`src/rtl/fetch_unit_pkg.sv`:
```
// Shared fetch/decode definitions: reset vector, opcodes, queue entry and FSM state.
package fetch_unit_pkg;

  localparam logic [31:0] RESET_PC_DEFAULT = 32'h0000_0000;

  // Major opcodes, also consumed by the control unit
  localparam logic [6:0] OP_R    = 7'b0110011;
  localparam logic [6:0] OP_I    = 7'b0010011;
  localparam logic [6:0] OP_LOAD = 7'b0000011;
  localparam logic [6:0] OP_S    = 7'b0100011;
  localparam logic [6:0] OP_B    = 7'b1100011;
  localparam logic [6:0] OP_J    = 7'b1101111;
  localparam logic [6:0] OP_JALR = 7'b1100111;
  localparam logic [6:0] OP_U    = 7'b0010111;
  localparam logic [6:0] OP_LUI  = 7'b0110111;
  localparam logic [6:0] OP_FLW  = 7'b0000111;
  localparam logic [6:0] OP_FSW  = 7'b0100111;
  localparam logic [6:0] OP_FCAL = 7'b1010011;
  localparam logic [6:0] OP_CSR  = 7'b1110011;

  typedef struct packed {
    logic [31:0] pc;
    logic [31:0] inst;
  } fetch_entry_t;

  typedef enum logic [1:0] {
    ST_RESET = 2'd0,
    ST_RUN   = 2'd1,
    ST_FLUSH = 2'd2
  } fetch_state_e;

  // Force a byte address onto a word boundary
  function automatic logic [31:0] word_align(input logic [31:0] a);
    return a & 32'hFFFF_FFFC;
  endfunction

endpackage

```
`src/rtl/fetch_fifo.sv`:
```
// Two-entry instruction queue between fetch and decode; push and pop may coincide.
module fetch_fifo
  import fetch_unit_pkg::*;
(
  input  logic         clk,
  input  logic         rst,
  input  logic         flush_i,
  input  logic         push_i,
  input  fetch_entry_t push_data_i,
  input  logic         pop_i,
  output fetch_entry_t head_o,
  output logic [1:0]   count_o,
  output logic         empty_o
);

  fetch_entry_t mem_q [2];
  logic         rd_q;
  logic         wr_q;
  logic [1:0]   cnt_q;
  logic         do_pop;
  logic         do_push;

  assign do_pop  = pop_i && (cnt_q != 2'd0);
  // A push into a full queue is legal only when the head leaves in the same cycle
  assign do_push = push_i && ((cnt_q != 2'd2) || do_pop);

  // Pointer and occupancy tracking; flush empties the queue
  always_ff @(posedge clk) begin
    if (rst || flush_i) begin
      rd_q  <= 1'b0;
      wr_q  <= 1'b0;
      cnt_q <= 2'd0;
    end else begin
      if (do_push) wr_q <= ~wr_q;
      if (do_pop)  rd_q <= ~rd_q;
      cnt_q <= cnt_q + {1'b0, do_push} - {1'b0, do_pop};
    end
  end

  // Entry storage; cleared on reset so decode sees a zero word
  always_ff @(posedge clk) begin
    if (rst) begin
      mem_q[0] <= '0;
      mem_q[1] <= '0;
    end else if (do_push && !flush_i) begin
      mem_q[wr_q] <= push_data_i;
    end
  end

  assign head_o  = mem_q[rd_q];
  assign count_o = cnt_q;
  assign empty_o = (cnt_q == 2'd0);

endmodule

```
`src/rtl/fetch_unit.sv`:
```
// Instruction fetch: credit-limited request issue, stale-response dropping on redirect,
// and a two-entry queue feeding decode.
module fetch_unit
  import fetch_unit_pkg::*;
#(
  parameter logic [31:0] RESET_PC  = RESET_PC_DEFAULT,
  parameter int unsigned MAX_OUTST = 2
) (
  input  logic        clk,
  input  logic        rst,
  output logic        im_req_valid,
  input  logic        im_req_ready,
  output logic [31:0] im_req_addr,
  input  logic        im_rsp_valid,
  input  logic [31:0] im_rsp_data,
  input  logic        redirect_valid,
  input  logic [31:0] redirect_pc,
  output logic        id_valid,
  input  logic        id_ready,
  output logic [31:0] id_inst,
  output logic [31:0] id_pc,
  output logic [6:0]  id_op,
  output logic [2:0]  id_funct3
);

  localparam int unsigned CW = $clog2(MAX_OUTST + 3);
  localparam logic [CW:0]   CREDIT_MAX = (CW+1)'(MAX_OUTST);
  localparam logic [CW-1:0] ONE        = CW'(1);

  fetch_state_e  state_q, state_d;
  logic [31:0]   fetch_pc_q, fetch_pc_d;
  logic [31:0]   rsp_pc_q, rsp_pc_d;
  logic [CW-1:0] outst_q, outst_d;
  logic [CW-1:0] drop_q, drop_d;
  logic [CW:0]   credit_used;
  logic          req_hs;
  logic          fifo_push;
  logic          fifo_pop;
  fetch_entry_t  fifo_wdata;
  fetch_entry_t  fifo_head;
  logic [1:0]    fifo_count;
  logic          fifo_empty;

  assign credit_used  = {1'b0, outst_q} + {{(CW-1){1'b0}}, fifo_count};
  assign im_req_valid = !rst && (state_q != ST_RESET) && !redirect_valid &&
                        (credit_used < CREDIT_MAX);
  assign im_req_addr  = fetch_pc_q;
  assign req_hs       = im_req_valid && im_req_ready;

  // Responses are dropped while stale ones are draining and in the redirect cycle itself
  assign fifo_push  = im_rsp_valid && !redirect_valid && (drop_q == '0);
  assign fifo_wdata = '{pc: rsp_pc_q, inst: im_rsp_data};

  assign id_valid  = !rst && !fifo_empty && !redirect_valid;
  assign fifo_pop  = id_valid && id_ready;
  assign id_inst   = fifo_head.inst;
  assign id_pc     = fifo_head.pc;
  assign id_op     = fifo_head.inst[6:0];
  assign id_funct3 = fifo_head.inst[14:12];

  // Next-state for credit, drop accounting, PCs and FSM.
  // outstanding counts every in-flight request, stale or not, so on a redirect the
  // whole post-update in-flight count becomes the drop count; this also yields the
  // accumulation behaviour when a redirect lands during an ongoing flush.
  always_comb begin
    outst_d = outst_q;
    if (req_hs && !im_rsp_valid)      outst_d = outst_q + ONE;
    else if (!req_hs && im_rsp_valid) outst_d = outst_q - ONE;

    drop_d = drop_q;
    if (redirect_valid)                       drop_d = outst_d;
    else if (im_rsp_valid && drop_q != '0)    drop_d = drop_q - ONE;

    fetch_pc_d = fetch_pc_q;
    if (redirect_valid)  fetch_pc_d = word_align(redirect_pc);
    else if (req_hs)     fetch_pc_d = fetch_pc_q + 32'd4;

    rsp_pc_d = rsp_pc_q;
    if (redirect_valid)  rsp_pc_d = word_align(redirect_pc);
    else if (fifo_push)  rsp_pc_d = rsp_pc_q + 32'd4;

    state_d = state_q;
    case (state_q)
      ST_RESET: state_d = ST_RUN;
      default:  state_d = (drop_d != '0) ? ST_FLUSH : ST_RUN;
    endcase
  end

  // Fetch control state registers
  always_ff @(posedge clk) begin
    if (rst) begin
      state_q    <= ST_RESET;
      fetch_pc_q <= RESET_PC;
      rsp_pc_q   <= RESET_PC;
      outst_q    <= '0;
      drop_q     <= '0;
    end else begin
      state_q    <= state_d;
      fetch_pc_q <= fetch_pc_d;
      rsp_pc_q   <= rsp_pc_d;
      outst_q    <= outst_d;
      drop_q     <= drop_d;
    end
  end

  fetch_fifo u_fifo (
    .clk         (clk),
    .rst         (rst),
    .flush_i     (redirect_valid),
    .push_i      (fifo_push),
    .push_data_i (fifo_wdata),
    .pop_i       (fifo_pop),
    .head_o      (fifo_head),
    .count_o     (fifo_count),
    .empty_o     (fifo_empty)
  );

endmodule

```
`config.mk`:
```
export PLATFORM = sky130hd
export DESIGN_NAME = fetch_unit
export DESIGN_NICKNAME = d
export VERILOG_FILES = /design/src/rtl/fetch_unit_pkg.sv /design/src/rtl/fetch_fifo.sv /design/src/rtl/fetch_unit.sv
export SDC_FILE = /design/constraint.sdc
export NUM_CORES = 1
export LEC_CHECK = 0
export BUFFER_PORTS_ARGS = -buffer_cell sky130_fd_sc_hd__buf_2
export CORE_MARGIN = 10
export CORE_UTILIZATION = 49
export CTS_BUF_LIST = sky130_fd_sc_hd__clkbuf_8
export DETAILED_ROUTE_END_ITERATION = 10
export PLACE_DENSITY = 0.72
export SLEW_MARGIN = 40
export SYNTH_ARGS = -nofsm -noshare
export SYNTH_HDL_FRONTEND = slang
export SYNTH_SLANG_ARGS = --single-unit
export TNS_END_PERCENT = 20
```
`constraint.sdc`:
```
create_clock -name clk -period 4.2 [get_ports clk]
set_input_delay 0.21 -clock clk [delete_from_list [all_inputs] [get_ports clk]]
set_output_delay 0.21 -clock clk [all_outputs]
set_load 0.02 [all_outputs]
```
==> qor.txt, run 1 <==
Status = finished clean
Routed len/inst = 17.8 um
Synthesized area per cell = 11.1 um2
Die X = 161 um
Worst-Skew Late Latency = 0.47 ns
CP Max Fanout = 13
Endpoints failing setup = 0
Leak = 4.38 nW
R2r startpoint = u_fifo.count_o[0]$_SDFF_PP0_
Initial antenna violation count = 0
WHS Path Cells = 3
DRC violations left = 0
GPL Wtd Cong = 0.870
Final nets = 1,094
Slowest Stage Delay on Critical Path = 0.45 ns
1st-iter DRT viols = 589
Worst-path clk slew = 0.11 ns
CTS tree = yes
Synth Register Bits = 197
Initial DRT Pass Iterations = 7
R2R cell count = 9
Worst slew pin tran = 0.728 ns
Final HPWL DP = 15,800 um
Final worst-path cycle share = 0.668
Startpoint Class = register
MaxCap Viol Count = 0
Setup TNS = 0 ns
Synth unique cells = 65
Post-Place Setup Slack = 1.17 ns
Most common flop cell mapped by yosys = edfxtp_1
Largest net degree at the start of global routing = 63
Critical-path top delay cell = or3b_2
Root Buffer = clkbuf_8
Required time worst endpoint = 4.55 ns
Core area = 19,500 um2
Setup CP Type = reg2reg
I/O pins = 178
Routed Antenna Nets = 0
Post-Syn Area = 9680 um2
Final worst slack = 1.39 ns
Drt total wl = 23,000 um
Worst Hold Launch = redirect_pc[20]
Worst-path cell chain = inv_1, nor2_1, fa_1, nor2b_1, and4_1, buf_4, a21oi_1, a32o_1, or3b_2
Die height = 161 um
Overall Global Routing Usage = 0.174
Row count = 51
Reg-to-reg slack, setup = 1.39 ns
Sequential fraction of the synthesis area = 0.536
Slew Limit Fails = 0
Vias in the first global route = 6,892
Worst EP arrival = 3.16 ns
Hold_ws = 0.0241 ns
Final min period = 2.81 ns
Post-route insts no fill = 1,292
Clock buffer count from CTS = 17
Pwr/cell area = 354 nW/um2
Die ar. = 25,800 um2
Fraction of layout cells with a size suffix above 1 = 0.282
CTS Buffer Depth = 2
Cts repair resizes = 0
P&R area growth vs syn = 14.1%
Cell area after layout = 11,000 um2
Final hold viol count = 0
Max VDD drop = 0.197 mV
RR Endpoint = im_req_addr[28]$_SDFFE_PP0P_
Number of diodes = 0
Sink Count = 197
Clock skew = 0.0229 ns
Total congestion overflow = 0
Initial Utilization = 0.497
Crit end category = register
Area after DPL = 10,600 um2
Max Clock Freq = 0.356 GHz
First-pass GRT wire length = 36,700 um
IO Port Bufs = 171
H-tree Lvls = 4
Worst Hold Path EP = im_req_addr[20]$_SDFFE_PP0P_
Synth async-reset ratio = 0
Slew Limit Headroom = 0.514
Vias = 7,136
Synth Instances = 874
Hold/Removal Path Class = in2reg
Number of flops mapped to enable cells by yosys = 124
Via density = 5.52
Placed Cells = 1,256
RSZ-0062 raised after global routing = false
Ys Warns = 0
## report_power, final
| part | internal, mW | switching [mW] | leakage (nW) | total, mW |
|---|---|---|---|---|
| Combinational | 0.201 | 0.332 | 2.29 | 0.532 |
| Sequential | 2.17 | 0.0820 | 1.89 | 2.25 |
| Clock | 0.466 | 0.662 | 0.202 | 1.13 |
## cell type report
type	instances	area (um2)
Clock buffer	17	234
Clock inverter	15	115
Fill cell	1692	8420
Inverter	17	63.8
Multi-Input combinational cell	595	4120
Sequential cell	197	5190
Tap cell	265	332
Timing Repair Buffer	186	991
## what timing repair did
action | 4_1_cts | 5_1_grt
hold endpoints to repair | 4 | 0
buffers inserted | 0 | 0
hold buffers | 4 | 0
## state kept, by name, summed over array words and instances (netlist names), named ones only
name            cells
im_req_addr        30
u_fifo.rd_q         1
outst_q             3
state_q             2
drop_q              3
u_fifo.count_o      2
u_fifo.mem_q      124
rsp_pc_q           30
u_fifo.wr_q         1
## critical path: cells and delay by family (launching register included)
kind	cells	cell delay (ns)
and+or+nand+nor	4	0.99
AOI/OAI and AO/OA	2	0.56
adders and majority gates	1	0.44
DFF	1	0.39
buffers and inverters	2	0.30
## Yosys cell counts (10+ instances only)
cell type  count  area share
and2_1       131       0.085
edfxtp_1     124        0.38
dfxtp_1       73        0.15
mux2_2        62       0.072
nand2_1       50       0.019
clkbuf_1      39       0.015
nor2_1        35       0.014
nand3_1       28       0.014
xnor2_1       24       0.022
a31oi_1       21       0.014
nor3_1        21       0.011
nand4_1       19       0.012
inv_1         17      0.0066
or3_1         17       0.011
buf_4         15       0.012
a21oi_1       14      0.0072
o21ai_0       14      0.0072
a211oi_1      13       0.010
o21a_1        13       0.010
a21boi_0      11      0.0085
xor2_1        11       0.010
and3_1        10      0.0065
o211ai_1      10      0.0078
## per-stage QoR
stage,power (mW),utilization
3_5_place_dp,2.82,0.547
5_1_grt,4.07,0.567
3_3_place_gp,2.81,0.547
4_1_cts,3.94,0.567
6_report,3.91,0.567
2_1_floorplan,2.64,-
## routing by layer
layer  part of all wire  GRT usage
met5                  0          0
met4             0.0096     0.0417
met3              0.088     0.0521
met2               0.43      0.261
met1               0.47      0.241
## cell usage in the layout, fill, tap and decap left out, types with 14 or more instances in the layout
cell      synthesis  layout
or3_1            17      17
a31oi_1          21      21
nand2_1          50      49
mux2_2           62      62
nor3_1           21      21
and2_1          131     131
dfxtp_1          73      72
nand4_1          19      19
xnor2_1          24      24
buf_2             6     171
nand3_1          28      28
a21oi_1          14      14
clkbuf_8          0      17
edfxtp_1        124     124
nor2_1           35      35
inv_1            17      21
o21ai_0          14      14
## kinds of logic (layout without fill, tap and decap cells)
| group | Yosys count | after routing | synth area share |
|---|---|---|---|
| mux | 64 | 64 | 0.0742 |
| compound gates | 118 | 118 | 0.0847 |
| buf+inv | 85 | 235 | 0.0406 |
| xor+xnor | 35 | 35 | 0.0317 |
| fa+ha+maj | 10 | 10 | 0.0137 |
| simple gates | 364 | 364 | 0.219 |
| flops | 197 | 197 | 0.536 |
| other cells | 1 | 4 | 0.000387 |
## worst max path at each step
stage,startpoint,end,slack (ns),cells after the start
floorplan,drop_q[0]$_SDFF_PP0_,u_fifo.mem_q[1][0]$_SDFFCE_PN0P_,1.19,6
global placement,drop_q[0]$_SDFF_PP0_,u_fifo.mem_q[1][5]$_SDFFCE_PN0P_,1.24,7
detailed placement,drop_q[0]$_SDFF_PP0_,u_fifo.mem_q[1][5]$_SDFFCE_PN0P_,1.17,7
CTS,drop_q[0]$_SDFF_PP0_,u_fifo.mem_q[1][20]$_SDFFCE_PN0P_,1.14,7
global route,drop_q[0]$_SDFF_PP0_,u_fifo.mem_q[1][15]$_SDFFCE_PN0P_,1.16,7
finish,u_fifo.count_o[0]$_SDFF_PP0_,im_req_addr[28]$_SDFFE_PP0P_,1.39,9
No activity file was read; power rests on OpenSTA's default activity.
==> run 2: changes to the inputs <==
ABC_AREA = 1   (was not set)
PLACE_DENSITY = 0.71   (was 0.72)
clock period = 2.6 ns   (was 4.2 ns; I/O delays follow)
==> run 2 against run 1 <==
Non-clock buffer count grew 62. Critical path type unchanged. Highest routed layer unchanged. Largest power group unchanged. Synthesized cell count grew 28%. Via count grew 16%. Final area grew 9.4%. Power grew 71%.
==> qor.txt, run 2 <==
Final nets = 1,410 (+29%)
Slew Limit Headroom = 0.530 (+0.0154)
Ys Warns = 0 (unchanged)
Final worst slack = 0.149 ns (-1.24 ns)
Synth unique cells = 42 (-35%)
Synth async-reset ratio = 0 (unchanged)
Worst Hold Path EP = rsp_pc_q[25]$_SDFFE_PP0P_
CTS Buffer Depth = 2 (unchanged)
Cell area after layout = 12,100 um2 (+9.4%)
GPL Wtd Cong = 0.956 (+9.8%)
Routed len/inst = 16.0 um (-10%)
Number of diodes = 0 (unchanged)
Leading cell types in the layout, fill and taps excluded = nand2_1, nor2_1, buf_2, inv_1, edfxtp_1
Die height = 163 um (+1.3%)
Pwr/cell area = 553 nW/um2 (+56%)
RSZ-0062 raised after global routing = true
Synth Instances = 1,116 (+28%)
XOR/XNOR share of the synthesized area = 0.0317 (about the same)
Vias = 8,274 (+16%)
Worst-Skew Late Latency = 0.47 ns (about the same)
Status = finished clean
Clock buffer count from CTS = 17 (unchanged)
Largest net degree at the start of global routing = 63 (unchanged)
Max Clock Freq = 0.408 GHz (+14%)
Post-Syn Area = 9960 um2 (+2.9%)
Post-Synth Adder-Cell Area = 0.0133 (-0.000391)
First-pass GRT wire length = 41,400 um (+13%)
Worst slew pin tran = 0.706 ns (-0.0223 ns)
I/O pins = 178 (unchanged)
Worst EP arrival = 2.82 ns (-0.34 ns)
Layout fillers = 1,714 (+1.3%)
Final hold viol count = 0 (unchanged)
Fraction of layout cells with a size suffix above 1 = 0.238 (-0.0441)
Top cells by area in the synthesized netlist = edfxtp_1, dfxtp_1, nand2_1, mux2_2, nor2_1
Setup TNS = 0 ns (unchanged)
Crit end category = register
Top reg by flops = u_fifo.mem_q
Area after DPL = 11,100 um2 (+4.3%)
Startpoint Class = register
Via density = 5.13 (-7.1%)
RR Endpoint = rsp_pc_q[28]$_SDFFE_PP0P_
CTS tree = yes
Top cells by count, synth = nand2_1, nor2_1, inv_1
Row count = 52 (+2.0%)
Initial antenna violation count = 0 (unchanged)
DRC violations left = 0 (unchanged)
IO Port Bufs = 171 (unchanged)
Post-synth top area share = 0.374 (-0.0110)
Die ar. = 26,400 um2 (+2.6%)
Post-Place Setup Slack = 0.248 ns (-0.919 ns)
Final worst-path cycle share = 0.943 (+0.275)
Endpoints failing setup = 0 (unchanged)
Most common cell after layout, fill and taps aside = nand2_1
Worst Hold Launch = redirect_pc[25]
Leak = 5.14 nW (+17%)
Dominant cell type by area after synthesis = edfxtp_1
Reg-to-reg slack, setup = 0.15 ns (-1.24 ns)
R2r startpoint = rsp_pc_q[3]$_SDFFE_PP0P_
Final min period = 2.45 ns (-0.355 ns)
Sequential fraction of the synthesis area = 0.520 (-0.0153)
Clock skew = 0.0147 ns (-0.00824 ns)
Die X = 163 um (+1.3%)
Simple-Gate Fraction of Synth Area = 0.218 (-0.000843)
Worst-path clk slew = 0.11 ns (about the same)
Number of flops mapped to enable cells by yosys = 124 (unchanged)
Required time worst endpoint = 2.97 ns (-1.58 ns)
Vias in the first global route = 8,136 (+18%)
Synth Area in Compound Gates = 0.0618 (-0.0229)
Synth Register Bits = 197 (unchanged)
Largest family of logic cells by synthesized area = simple AND/OR/NAND/NOR gates
Mux contribution to synthesized area = 0.0701 (-0.00413)
Setup CP Type = reg2reg
Initial Utilization = 0.496 (-0.00175)
Final HPWL DP = 18,100 um (+15%)
Largest register FFs = 124 (unchanged)
MaxCap Viol Count = 0 (unchanged)
CP Max Fanout = 5 (-8)
Overall Global Routing Usage = 0.193 (+0.0185)
Root Buffer = clkbuf_8
R2R cell count = 13 (+4)
WHS Path Cells = 3 (unchanged)
Sink Count = 197 (unchanged)
Max VDD drop = 0.346 mV (+75%)
Core area = 20,100 um2 (+3.3%)
Crit. Startpoint = rsp_pc_q[3]$_SDFFE_PP0P_
Routed Antenna Nets = 0 (unchanged)
Initial DRT Pass Iterations = 6 (-1)
1st-iter DRT viols = 658 (+12%)
P&R area growth vs syn = 21.3%
Cell with the most instances after synthesis = nand2_1
H-tree Lvls = 4 (unchanged)
Pwr Total = 6.68 mW (+71%)
Hold/Removal Path Class = in2reg
Most common flop cell mapped by yosys = edfxtp_1
Drt total wl = 25,800 um (+12%)
Slew Limit Fails = 0 (unchanged)
Total congestion overflow = 0 (unchanged)
Synthesized area per cell = 8.93 um2 (-19%)
-- run 2: worst max path at each step --
stage	endpoint	depth (start not counted)
finish	rsp_pc_q[28]$_SDFFE_PP0P_	13
CTS	rsp_pc_q[28]$_SDFFE_PP0P_	13
floorplan	u_fifo.mem_q[0][0]$_SDFFCE_PN0P_	11
global placement	im_req_addr[13]$_SDFFE_PP0P_	14
global route	rsp_pc_q[28]$_SDFFE_PP0P_	13
detailed placement	im_req_addr[13]$_SDFFE_PP0P_	14
-- run 2: area by class of cell --
class,instances,area (um2),area share
Timing Repair Buffer,248,1650,0.137
Sequential cell,197,5200,0.430
Tap cell,270,338,0.0280
Multi-Input combinational cell,728,3980,0.329
Clock buffer,17,234,0.0194
Clock inverter,15,169,0.0140
Inverter,138,518,0.0429
-- run 2: stage by stage --
| stage | util | hold WS (ns) | instances |
|---|---|---|---|
| floorplan | - | 0.272 | 1119 |
| global placement | 0.552 | 0.414 | 1525 |
| detailed placement | 0.552 | 0.408 | 1525 |
| CTS | 0.599 | 0.00291 | 1610 |
| global route | 0.601 | 0.00851 | 1613 |
| finish | 0.601 | 0.0366 | 1613 |
-- run 2: metal layers --
metal,global-route usage,wire [um],up-vias
li1,-,-,4098
met1,0.252,11600,3845
met2,0.313,11800,307
met3,0.0523,2130,24
met4,0.0426,311,0
met5,0,0,-
-- run 2: worst max-delay path, cell delays in order (launching register included) --
cell and delay, ns:
dfxtp_4 0.39, ha_1 0.17, nand2_1 0.11, nor2_2 0.17, nand2_2 0.10, nor2_4 0.14, nand2_1 0.08, nor3_2 0.21
nand2_1 0.12, nor2_2 0.11, nand3_1 0.07, nand3_1 0.09, nand2_1 0.05, dlygate4sd3_1 0.55
-- run 2: cell families after synthesis --
kind of cell,count (synthesis)
simple gates,506
flops,197
buf+inv,194
compound gates,110
mux,62
xor+xnor,36
fa+ha+maj,10
other cells,1
-- run 2: what timing repair did --
action	in CTS	in global routing
setup buffers	0	3
gates resized for setup	0	11
endpoints found under the setup margin	0	5
hold endpoints to repair	84	0
hold buffers	53	0
-- run 2: power breakdown --
part | leakage [nW] | switching, mW | internal (mW)
Sequential | 1.89 | 0.128 | 3.50
Combinational | 3.05 | 0.654 | 0.385
Clock | 0.200 | 1.14 | 0.878
==> run 3: changes to the inputs <==
ABC_AREA = not set   (was 1)
PLACE_DENSITY = 0.72   (was 0.71)
==> run 3 against run 2 <==
Worst setup slack lost 0.078 ns. Critical path depth shrank 6. Combinational power shrank 7%. Clock-buffer cell count grew 1. Critical path type is now reg2out.
==> qor.txt, run 3 (same netlist as run 1, synthesis figures left out) <==
Initial antenna violation count = 0 (unchanged)
Worst-path clk slew = 0.11 ns (about the same)
Crit end category = output port
H-tree Lvls = 4 (unchanged)
Core area = 19,500 um2 (-3.2%)
Max VDD drop = 0.361 mV (+4.5%)
Pwr Total = 6.74 mW (+0.90%)
Placed Cells = 1,273 (-17%)
Post-Place Setup Slack = -0.00754 ns (-0.256 ns)
Total congestion overflow = 0 (unchanged)
Switch Pwr = 1.77 mW (-7.9%)
Clock buffer count from CTS = 17 (unchanged)
Worst EP arrival = 2.40 ns (-0.42 ns)
Final worst-path cycle share = 0.973 (+0.0298)
Endpoints failing setup = 0 (unchanged)
1st-iter DRT viols = 524 (-20%)
Fraction of layout cells with a size suffix above 1 = 0.285 (+0.0463)
Final HPWL DP = 16,200 um (-10%)
Largest net degree at the start of global routing = 63 (unchanged)
Largest register FFs = 124 (unchanged)
Vias in the first global route = 7,338 (-9.8%)
Slew Limit Headroom = 0.615 (+0.0852)
Row count = 51 (-1.9%)
Final worst slack = 0.0711 ns (-0.0775 ns)
Pwr/cell area = 571 nW/um2 (+3.3%)
Startpoint Class = register
I/O pins = 178 (unchanged)
Drt total wl = 24,200 um (-6.3%)
Leak = 4.72 nW (-8.2%)
Hold/Removal Path Class = in2reg
Final hold viol count = 0 (unchanged)
Via density = 5.46 (+6.3%)
First-pass GRT wire length = 38,900 um (-6.0%)
Setup CP Type = reg2out
Worst slew pin tran = 0.578 ns (-0.128 ns)
Status = finished clean
Top reg by flops = u_fifo.mem_q
Post-CTS Setup Inserts = 0 (unchanged)
Initial DRT Pass Iterations = 5 (-1)
Final nets = 1,160 (-18%)
CP Max Fanout = 6 (+1)
Die height = 161 um (-1.3%)
Area of the multi-input gates = 4130 um2 (+3.8%)
Final min period = 2.53 ns (+0.0775 ns)
FF+latch area = 5190 um2 (-0.17%)
Overall Global Routing Usage = 0.184 (-0.00836)
Number of diodes = 0 (unchanged)
Clock skew = 0.0192 ns (+0.00454 ns)
Post-route insts no fill = 1,358 (-16%)
Required time worst endpoint = 2.47 ns (-0.50 ns)
Clock share of power = 0.318 (+0.017)
Vias = 7,408 (-10%)
Seq pwr share = 0.539 (-0.004)
Die ar. = 25,800 um2 (-2.5%)
DRC violations left = 0 (unchanged)
Slew Limit Fails = 0 (unchanged)
Most common cell after layout, fill and taps aside = buf_2
Int Pwr = 4.97 mW (+4.4%)
P&R area growth vs syn = 22.0%
CTS Buffer Depth = 2 (unchanged)
Reg-to-reg slack, setup = 0.14 ns (about the same)
Sink Count = 197 (unchanged)
Layout fillers = 1,563 (-8.8%)
RSZ-0062 raised after global routing = true
CTS tree = yes
Leading cell types in the layout, fill and taps excluded = buf_2, and2_1, edfxtp_1, dfxtp_1, mux2_2
Max Clock Freq = 0.395 GHz (-3.1%)
Root Buffer = clkbuf_8
MaxCap Viol Count = 0 (unchanged)
Logic pwr share = 0.143 (-0.012)
Worst-Skew Late Latency = 0.47 ns (about the same)
GPL Wtd Cong = 0.879 (-8.1%)
Die X = 161 um (-1.3%)
Routed Antenna Nets = 0 (unchanged)
Initial Utilization = 0.497 (+0.00175)
IO Port Bufs = 171 (unchanged)
Routed len/inst = 17.8 um (+11%)
Switching portion of total power = 0.262 (-0.0249)
Setup TNS = 0 ns (unchanged)
run 3: cell count changes in the layout (fill, tap and decap cells not counted), moves of 11 or more:
cell,previous run,this run
xor2_1,30,11
o21ai_0,36,14
nand3_1,53,28
a211oi_1,0,13
a21oi_1,35,14
a21boi_0,0,11
and2_1,0,131
inv_1,136,20
nand2_1,199,49
or3_1,0,17
nor2_1,178,35
xnor2_1,6,24
run 3: metal layers:
layer / wire length, um / track usage / up-vias
li1: - / - / 3560
met2: 10600 / 0.277 / 319
met5: 0 / 0 / -
met1: 11000 / 0.254 / 3495
met4: 450 / 0.0563 / 0
met3: 2130 / 0.0483 / 34
run 3: power by group through the flow:
stage,clock network [mW],logic (mW),registers (mW)
floorplan,0,0.557,3.70
global placement,0,0.885,3.69
detailed placement,0,0.893,3.70
CTS,2.18,0.961,3.63
global route,2.30,1.05,3.66
finish,2.14,0.962,3.63
run 3: layout make-up:
cell class	count	area share
Clock buffer	18	0.0210
Inverter	17	0.00541
Multi-Input combinational cell	595	0.350
Clock inverter	14	0.0157
Sequential cell	197	0.440
Tap cell	265	0.0281
Timing Repair Buffer	252	0.141
run 3: worst paths after layout:
kind	start	endpoint	cells after the start
worst max-delay path	outst_q[1]$_SDFF_PP0_	im_req_valid	7
worst min-delay path	redirect_pc[28]	im_req_addr[28]$_SDFFE_PP0P_	3
worst max register to register	u_fifo.count_o[0]$_SDFF_PP0_	im_req_addr[28]$_SDFFE_PP0P_	8
worst min register to register	rsp_pc_q[15]$_SDFFE_PP0P_	rsp_pc_q[15]$_SDFFE_PP0P_	2
run 3: worst max-delay path: stages, from the launching register on:
cell,delay (ns)
dfxtp_1,0.34
buf_4,0.16
ha_1,0.28
and3_1,0.19
o21a_1,0.25
buf_4,0.19
nor4_1,0.29
buf_2,0.22
run 3: what timing repair did:
item	4_1_cts	5_1_grt
hold buffers	53	0
endpoints found under the hold margin	101	0
setup endpoints to repair	3	9
gates resized for setup	1	4
run 3: per-stage QoR:
step / hold WS (ns) / cell area [um2] / util
2_1_floorplan: 0.269 / 9690 / -
3_3_place_gp: 0.416 / 10800 / 0.556
3_5_place_dp: 0.420 / 10800 / 0.556
4_1_cts: 0.00101 / 11800 / 0.606
5_1_grt: 0.0115 / 11800 / 0.606
6_report: 0.0262 / 11800 / 0.606
